[src/rtl/cpu_pkg.sv]
// Shared CPU definitions: memory-port arbiter state encoding and the lw/sw opcodes
// also decoded by the hazard/decode logic.
package cpu_pkg;

  typedef enum logic [1:0] {
    S_IDLE  = 2'd0,
    S_DATA  = 2'd1,
    S_FETCH = 2'd2,
    S_DONE  = 2'd3
  } arb_state_t;

  localparam logic [6:0] OP_LOAD  = 7'b0000011;
  localparam logic [6:0] OP_STORE = 7'b0100011;

  function automatic logic is_mem_op(input logic [6:0] opcode);
    return (opcode == OP_LOAD) || (opcode == OP_STORE);
  endfunction

endpackage

[src/rtl/mem_port_arbiter_if.sv]
// Pipeline-side requests and the shared memory port, grouped for the arbiter.
// The arbiter owns the slave view; the pipeline/memory environment owns the master view.
interface mem_port_arbiter_if #(
  parameter int ADDR_W = 32,
  parameter int DATA_W = 32
);

  logic              if_req;
  logic [ADDR_W-1:0] if_addr;
  logic              mem_req;
  logic              mem_we;
  logic [ADDR_W-1:0] mem_addr;
  logic [DATA_W-1:0] mem_wdata;
  logic [DATA_W-1:0] if_rdata;
  logic [DATA_W-1:0] mem_rdata;
  logic              done;
  logic              m_req;
  logic              m_we;
  logic [ADDR_W-1:0] m_addr;
  logic [DATA_W-1:0] m_wdata;
  logic [DATA_W-1:0] m_rdata;
  logic              m_ack;
  logic              err;

  modport slave (
    input  if_req, if_addr, mem_req, mem_we, mem_addr, mem_wdata, m_rdata, m_ack,
    output if_rdata, mem_rdata, done, m_req, m_we, m_addr, m_wdata, err
  );

  modport master (
    output if_req, if_addr, mem_req, mem_we, mem_addr, mem_wdata, m_rdata, m_ack,
    input  if_rdata, mem_rdata, done, m_req, m_we, m_addr, m_wdata, err
  );

endinterface

[src/rtl/ack_watchdog.sv]
// Counts cycles an access waits for its ack; expire fires combinationally on the cycle
// the count would reach TIMEOUT. No backpressure: clr wins over en.
module ack_watchdog #(
  parameter int TIMEOUT = 255
) (
  input  logic clk,
  input  logic rstn,
  input  logic clr,
  input  logic en,
  output logic expire
);

  localparam logic [7:0] LIMIT = 8'(TIMEOUT - 1);

  logic [7:0] cnt_q, cnt_d;

  always_comb begin
    cnt_d = cnt_q;
    if (clr) begin
      cnt_d = '0;
    end else if (en) begin
      cnt_d = cnt_q + 8'd1;
    end
  end

  always_ff @(posedge clk or negedge rstn) begin
    if (!rstn) begin
      cnt_q <= '0;
    end else begin
      cnt_q <= cnt_d;
    end
  end

  assign expire = en && (cnt_q == LIMIT);

endmodule

[src/rtl/mem_port_arbiter.sv]
// Serialises one data access then one fetch per pipeline step onto a single memory port;
// fetch-only step takes L+2 cycles, data+fetch 2L+3; done=0 freezes the pipeline meanwhile.
module mem_port_arbiter
  import cpu_pkg::*;
#(
  parameter int ADDR_W  = 32,
  parameter int DATA_W  = 32,
  parameter int TIMEOUT = 255
) (
  input  logic               clk,
  input  logic               rstn,
  mem_port_arbiter_if.slave  bus
);

  arb_state_t        state_q, state_d;
  logic              m_req_q, m_req_d;
  logic              m_we_q, m_we_d;
  logic [ADDR_W-1:0] m_addr_q, m_addr_d;
  logic [DATA_W-1:0] m_wdata_q, m_wdata_d;
  logic [DATA_W-1:0] if_rdata_q, if_rdata_d;
  logic [DATA_W-1:0] mem_rdata_q, mem_rdata_d;
  logic              err_q, err_d;
  logic              done_c;
  logic              ack_ok;
  logic              wd_clr;
  logic              expire;

  // An ack only counts while a request is actually outstanding.
  assign ack_ok = m_req_q && bus.m_ack;

  ack_watchdog #(.TIMEOUT(TIMEOUT)) u_ack_watchdog (
    .clk    (clk),
    .rstn   (rstn),
    .clr    (wd_clr),
    .en     (m_req_q && !bus.m_ack),
    .expire (expire)
  );

  always_comb begin
    state_d     = state_q;
    m_req_d     = m_req_q;
    m_we_d      = m_we_q;
    m_addr_d    = m_addr_q;
    m_wdata_d   = m_wdata_q;
    if_rdata_d  = if_rdata_q;
    mem_rdata_d = mem_rdata_q;
    err_d       = err_q;
    wd_clr      = 1'b0;
    done_c      = 1'b0;

    case (state_q)
      S_IDLE: begin
        done_c = !bus.if_req && !bus.mem_req;
        if (bus.mem_req) begin
          m_req_d   = 1'b1;
          m_we_d    = bus.mem_we;
          m_addr_d  = bus.mem_addr;
          m_wdata_d = bus.mem_wdata;
          wd_clr    = 1'b1;
          state_d   = S_DATA;
        end else if (bus.if_req) begin
          m_req_d  = 1'b1;
          m_we_d   = 1'b0;
          m_addr_d = bus.if_addr;
          wd_clr   = 1'b1;
          state_d  = S_FETCH;
        end
      end

      S_DATA: begin
        if (ack_ok) begin
          m_req_d = 1'b0;
          if (!m_we_q) begin
            mem_rdata_d = bus.m_rdata;
          end
          state_d = bus.if_req ? S_DATA : S_DONE;
        end else if (expire) begin
          err_d   = 1'b1;
          m_req_d = 1'b0;
          state_d = S_DONE;
        end else if (!m_req_q) begin
          // Idle gap after the data ack: re-issue the port as the fetch.
          m_req_d  = 1'b1;
          m_we_d   = 1'b0;
          m_addr_d = bus.if_addr;
          wd_clr   = 1'b1;
          state_d  = S_FETCH;
        end
      end

      S_FETCH: begin
        if (ack_ok) begin
          if_rdata_d = bus.m_rdata;
          m_req_d    = 1'b0;
          state_d    = S_DONE;
        end else if (expire) begin
          err_d   = 1'b1;
          m_req_d = 1'b0;
          state_d = S_DONE;
        end
      end

      S_DONE: begin
        done_c  = 1'b1;
        state_d = S_IDLE;
      end

      default: state_d = S_IDLE;
    endcase
  end

  always_ff @(posedge clk or negedge rstn) begin
    if (!rstn) begin
      state_q     <= S_IDLE;
      m_req_q     <= 1'b0;
      m_we_q      <= 1'b0;
      m_addr_q    <= '0;
      m_wdata_q   <= '0;
      if_rdata_q  <= '0;
      mem_rdata_q <= '0;
      err_q       <= 1'b0;
    end else begin
      state_q     <= state_d;
      m_req_q     <= m_req_d;
      m_we_q      <= m_we_d;
      m_addr_q    <= m_addr_d;
      m_wdata_q   <= m_wdata_d;
      if_rdata_q  <= if_rdata_d;
      mem_rdata_q <= mem_rdata_d;
      err_q       <= err_d;
    end
  end

  assign bus.done      = rstn && done_c;
  assign bus.m_req     = m_req_q;
  assign bus.m_we      = m_we_q;
  assign bus.m_addr    = m_addr_q;
  assign bus.m_wdata   = m_wdata_q;
  assign bus.if_rdata  = if_rdata_q;
  assign bus.mem_rdata = mem_rdata_q;
  assign bus.err       = err_q;

endmodule

[src/flat_wrapper.sv]
// flat-port wrapper written by rule: the top's interface ports become plain ports
module mem_port_arbiter_flat import cpu_pkg::*;
#(
  parameter int ADDR_W  = 32,
  parameter int DATA_W  = 32,
  parameter int TIMEOUT = 255
)
  (clk, rstn, bus_if_req, bus_if_addr, bus_mem_req, bus_mem_we, bus_mem_addr, bus_mem_wdata, bus_m_rdata, bus_m_ack, bus_if_rdata, bus_mem_rdata, bus_done, bus_m_req, bus_m_we, bus_m_addr, bus_m_wdata, bus_err);
  mem_port_arbiter_if #(.ADDR_W(ADDR_W), .DATA_W(DATA_W)) bus_i ();
  input  logic clk;
  input  logic rstn;
  input wire logic [$bits(bus_i.if_req)-1:0] bus_if_req;
  input wire logic [$bits(bus_i.if_addr)-1:0] bus_if_addr;
  input wire logic [$bits(bus_i.mem_req)-1:0] bus_mem_req;
  input wire logic [$bits(bus_i.mem_we)-1:0] bus_mem_we;
  input wire logic [$bits(bus_i.mem_addr)-1:0] bus_mem_addr;
  input wire logic [$bits(bus_i.mem_wdata)-1:0] bus_mem_wdata;
  input wire logic [$bits(bus_i.m_rdata)-1:0] bus_m_rdata;
  input wire logic [$bits(bus_i.m_ack)-1:0] bus_m_ack;
  output wire logic [$bits(bus_i.if_rdata)-1:0] bus_if_rdata;
  output wire logic [$bits(bus_i.mem_rdata)-1:0] bus_mem_rdata;
  output wire logic [$bits(bus_i.done)-1:0] bus_done;
  output wire logic [$bits(bus_i.m_req)-1:0] bus_m_req;
  output wire logic [$bits(bus_i.m_we)-1:0] bus_m_we;
  output wire logic [$bits(bus_i.m_addr)-1:0] bus_m_addr;
  output wire logic [$bits(bus_i.m_wdata)-1:0] bus_m_wdata;
  output wire logic [$bits(bus_i.err)-1:0] bus_err;
  assign bus_i.if_req = bus_if_req;
  assign bus_i.if_addr = bus_if_addr;
  assign bus_i.mem_req = bus_mem_req;
  assign bus_i.mem_we = bus_mem_we;
  assign bus_i.mem_addr = bus_mem_addr;
  assign bus_i.mem_wdata = bus_mem_wdata;
  assign bus_i.m_rdata = bus_m_rdata;
  assign bus_i.m_ack = bus_m_ack;
  assign bus_if_rdata = bus_i.if_rdata;
  assign bus_mem_rdata = bus_i.mem_rdata;
  assign bus_done = bus_i.done;
  assign bus_m_req = bus_i.m_req;
  assign bus_m_we = bus_i.m_we;
  assign bus_m_addr = bus_i.m_addr;
  assign bus_m_wdata = bus_i.m_wdata;
  assign bus_err = bus_i.err;
  mem_port_arbiter #(.ADDR_W(ADDR_W), .DATA_W(DATA_W), .TIMEOUT(TIMEOUT)) u_core (.clk(clk), .rstn(rstn), .bus(bus_i));
endmodule
[config.mk]
export PLATFORM = sky130hd
export DESIGN_NAME = mem_port_arbiter_flat
export DESIGN_NICKNAME = d
export VERILOG_FILES = /design/src/rtl/cpu_pkg.sv /design/src/rtl/mem_port_arbiter_if.sv /design/src/rtl/ack_watchdog.sv /design/src/rtl/mem_port_arbiter.sv /design/src/flat_wrapper.sv
export SDC_FILE = /design/constraint.sdc
export NUM_CORES = 1
export LEC_CHECK = 0
export ABC_AREA = 1
export CAP_MARGIN = 20
export CORE_AREA = 2 2 102 104
export CTS_CLUSTER_DIAMETER = 80
export CTS_CLUSTER_SIZE = 24
export DETAILED_ROUTE_END_ITERATION = 7
export DIE_AREA = 0 0 104 106
export DONT_BUFFER_PORTS = 1
export PLACE_DENSITY = 0.75
export SYNTH_ARGS = -nofsm -noshare
export SYNTH_HDL_FRONTEND = slang
export SYNTH_SLANG_ARGS = --single-unit
[constraint.sdc]
create_clock -name clk -period 1.7 [get_ports clk]
set_input_delay 0.255 -clock clk [delete_from_list [all_inputs] [get_ports clk]]
set_output_delay 0.255 -clock clk [all_outputs]
set_load 0.02 [all_outputs]
==> summary.md <==
| Metric | Value |
|---|---|
| Synth cell count leaders | nand2_1 (259), dfrtp_1 (141), o21ai_0 (75) |
| Initial DRC count | 628 |
| Worst setup margin | -0.529 ns |
| Synth top area cells | dfrtp_1 (61%), nand2_1 (17%), o21ai_0 (6.4%) |
| Post-CTS Hold Buffers | 130 |
| Share of layout cells above drive strength 1 | 0.214 |
| Met2 usage | 0.638 |
| WHS | -0.597 ns |
| Grt met3 use | 0.150 |
| Mapped Area | 5830 um^2 |
| Slew HR | 0.669 |
| Max-cap viol count | 0 |
| DRT Pass-1 Iters | 7 |
| Clock transition at path regs | 0.07 ns |
| P_leak | 4.27 nW |
| # fillers | roughly 380 |
| Post-Syn Nets | a little over 800 |
| Power per cell area | 2160 nW/um^2 |
| Vias in the first global route | 6025 |
| DRC viols | 0 |
| Nets@finish | 973 |
| Die height | 106 um |
| Gate Count Post-Synth | 666 |
| WP data arrival | 2.63 ns |
| CP endpoint kind | flop |
| Maximum VDD drop | approximately 1200 uV |
| Slowest cell delay on critical path | 0.38 ns |
| Worst hold path class | input port to async pin |
| Critical-path top delay cell | dfrtp_1 |
| Endpoints failing setup | 77 |
| Reg-to-Reg End | u_core.bus.m_addr[0] |
| H-tree levels | 4 |
| R2R cell count | 14 |
| Starting Density | 0.583 |
| Bufs on Longest Clock Path | 2 |
| CP Class | flop to flop |
| Setup TNS | -12.75 ns |
| Clk Latency, worst-skew pair | 0.55 ns |
| Min Tclk post-route | 2.23 ns |
| Yosys reg bits | ~140 |
| Detail Route Antenna Nets | 0 |
| Initial antenna violation count | 1 |
| Num CTS Buffers | 17 |
| GPL Wtd Cong | 0.906 |
| Most used DFF post-synth | dfrtp_1 |
| Final-report hold violation count | approximately 140 |
| Port bufs | 0 |
| Ys Warns | 0 |
| Top Family by Delay on Critical Path | buffers and inverters |
| ANT cells | 0 |
| Final Slew Violations | 0 |
| Yosys top cell by area | dfrtp_1 |
| GRT Overall Usage | 0.385 |
| Post-synthesis average cell area | 8.75 um^2 |
| Buffers and inverters on the worst path | 8 |
| DR WL/cell | about 25 um |
| Dpl hpwl | 9.58 mm |
| CP Data Required Time | 2.10 ns |
| GRT Max-Usage Layer | met2 |
| Die X-Extent | 104 um |
| Period utilization | 1.31 |
| DR vias/cell | 6.18 |
| Largest net degree at the start of global routing | 143 |
| Global route total overflow | 0 |
| Sequential area share after synthesis | 0.605 |
| Die Area | 11000 um^2 |
| Rows | 37 |
| Total power after layout | 0.0194 W |
| Placed cell count | ~780 |
| Post-synth cell types | 24 |
| Asr flop ratio synth | 1.00 |
| Post-route insts no fill | 981 |
| Status | finished with violations |
| CTS tree | done |
| Top cell type's share of synthesized area | 0.605 |
| FMAX | ~0.45 GHz |
| Flop2flop setup slack | -0.53 ns |
| Routed vias | a little over 6000 |
| Core area | 10000 um^2 |
| Worst R2R Start | u_core.state_q[1] |
| Cell chain of the critical path | inv_2 > buf_4 > buf_6 > ha_4 > inv_4 > nor2_4 > inv_2 > nand2_2 > nand2_2 > inv_4 > buf_6 > buf_16 > nor2_1 > a31oi_1 |
| CTS sink cnt | ~140 |
| DP Worst Slack | -0.0359 ns |
| Synthesis-to-layout area growth | 54.1% |
| Top-count cell post-synth | nand2_1 |
| Critical path launch point type | flop |
| Routed wire length | 24.4 mm |
| Global-route wire length before repair | 32.2 mm |
| Failing checks | hold timing, setup timing |
| RSZ-0062 raised after global routing | yes |
| Root Buffer | clkbuf_8 |
| Post-synth EDFFs | 0 |
| Io pins | 266 |
| Clock skew | 0.0156 ns |
| Max Fanout on Critical Path | 6 |
| Measured slew at the worst slew-check pin | 0.494 ns |
| Met1 Resource Use GR | 0.401 |
==> through the flow <==
step                area (um^2)   util
floorplan                  5830      -
global placement           6020  0.602
detailed placement         6020  0.602
CTS                        8430  0.843
global route               8980  0.899
finish                     8980  0.899
==> worst max path at each step <==
stage                                  from                     to  cells after the start
after floorplan           u_core.state_q[1]   u_core.bus.m_addr[0]                     11
after global placement    u_core.state_q[1]  u_core.bus.m_addr[27]                     11
after detailed placement  u_core.state_q[1]   u_core.bus.m_addr[6]                     11
after CTS                 u_core.state_q[1]               bus_done                      7
after global routing      u_core.state_q[1]   u_core.bus.m_addr[0]                     14
final                     u_core.state_q[1]   u_core.bus.m_addr[0]                     14
==> timing repair <==
action                     4_1_cts  5_1_grt
setup endpoints to repair       35       77
cloned                           8        7
pin swaps                       11       14
resized for setup               41      158
hold endpoints to repair       272      141
setup buffers                   21        4
==> worst register-to-register path, delay by kind of cell, from the launching register on <==
| family | cells | cell delay [ns] |
|---|---|---|
| buffers and inverters | 8 | 0.85 |
| AO/OA/AOI/OAI | 1 | 0.13 |
| adder cells (fa/ha/maj) | 1 | 0.17 |
| AND/OR/NAND/NOR | 4 | 0.55 |
| flip-flops | 1 | 0.38 |
==> kinds of logic after synthesis <==
group | Yosys count | synth area share
buf+inv | 85 | 0.0594
fa+ha+maj | 7 | 0.0150
simple gates | 319 | 0.214
xor+xnor | 1 | 0.00150
flops | 141 | 0.605
compound gates | 113 | 0.105
==> flip-flops by register name (all words and copies together) (netlist names) <==
| register | flops |
|---|---|
| u_core.bus.if_rdata | 32 |
| u_core.bus.m_req | 1 |
| u_core.state_q | 2 |
| u_core.bus.m_wdata | 32 |
| u_core.bus.err | 1 |
| u_core.u_ack_watchdog.cnt_q | 8 |
| u_core.bus.m_addr | 32 |
| u_core.bus.m_we | 1 |
| u_core.bus.mem_rdata | 32 |
==> final cells by class <==
type	instances	area, um^2	area share
clock buffer	20	435	0.0485
timing repair buffer	178	2030	0.226
multi-input combinational	440	2450	0.273
sequential	141	3530	0.393
tap	136	170	0.0189
clock inverter	12	161	0.0180
inverter	54	210	0.0234
==> routing by layer <==
layer | routed length [um] | part of all wire
met5 | 0 | 0
met4 | 1810 | 0.074
met3 | 3030 | 0.12
met2 | 11900 | 0.49
met1 | 7640 | 0.31
==> report_power, final <==
part           switching (W)  leakage (nW)  internal (W)
clock                0.00154         0.282       0.00229
combinational        0.00410          2.25       0.00335
sequential           0.00328          1.74       0.00486
==> placed cells by master (no fill, tap or decap), types with 2 or more instances in the layout <==
cell type	count
ha_1	4
o21ai_0	35
nor2_1	21
nand2_2	16
clkbuf_8	2
buf_8	4
nor2_2	14
nand3_1	4
dfrtp_1	141
clkinv_4	3
dlygate4sd3_1	130
a31oi_1	20
bufinv_16	3
buf_6	9
o21ai_1	21
o21ai_2	18
a31oi_2	8
inv_4	3
clkbuf_16	20
nand4_1	4
nor2_4	6
inv_6	2
ha_4	2
nand3_2	6
inv_1	46
nand2_1	229
a21oi_2	2
buf_12	9
nand2_4	14
clkinvlp_4	3
inv_2	5
buf_16	6
clkbuf_1	2
a31oi_4	4
buf_4	16
Power figures use the tool's default switching activity.
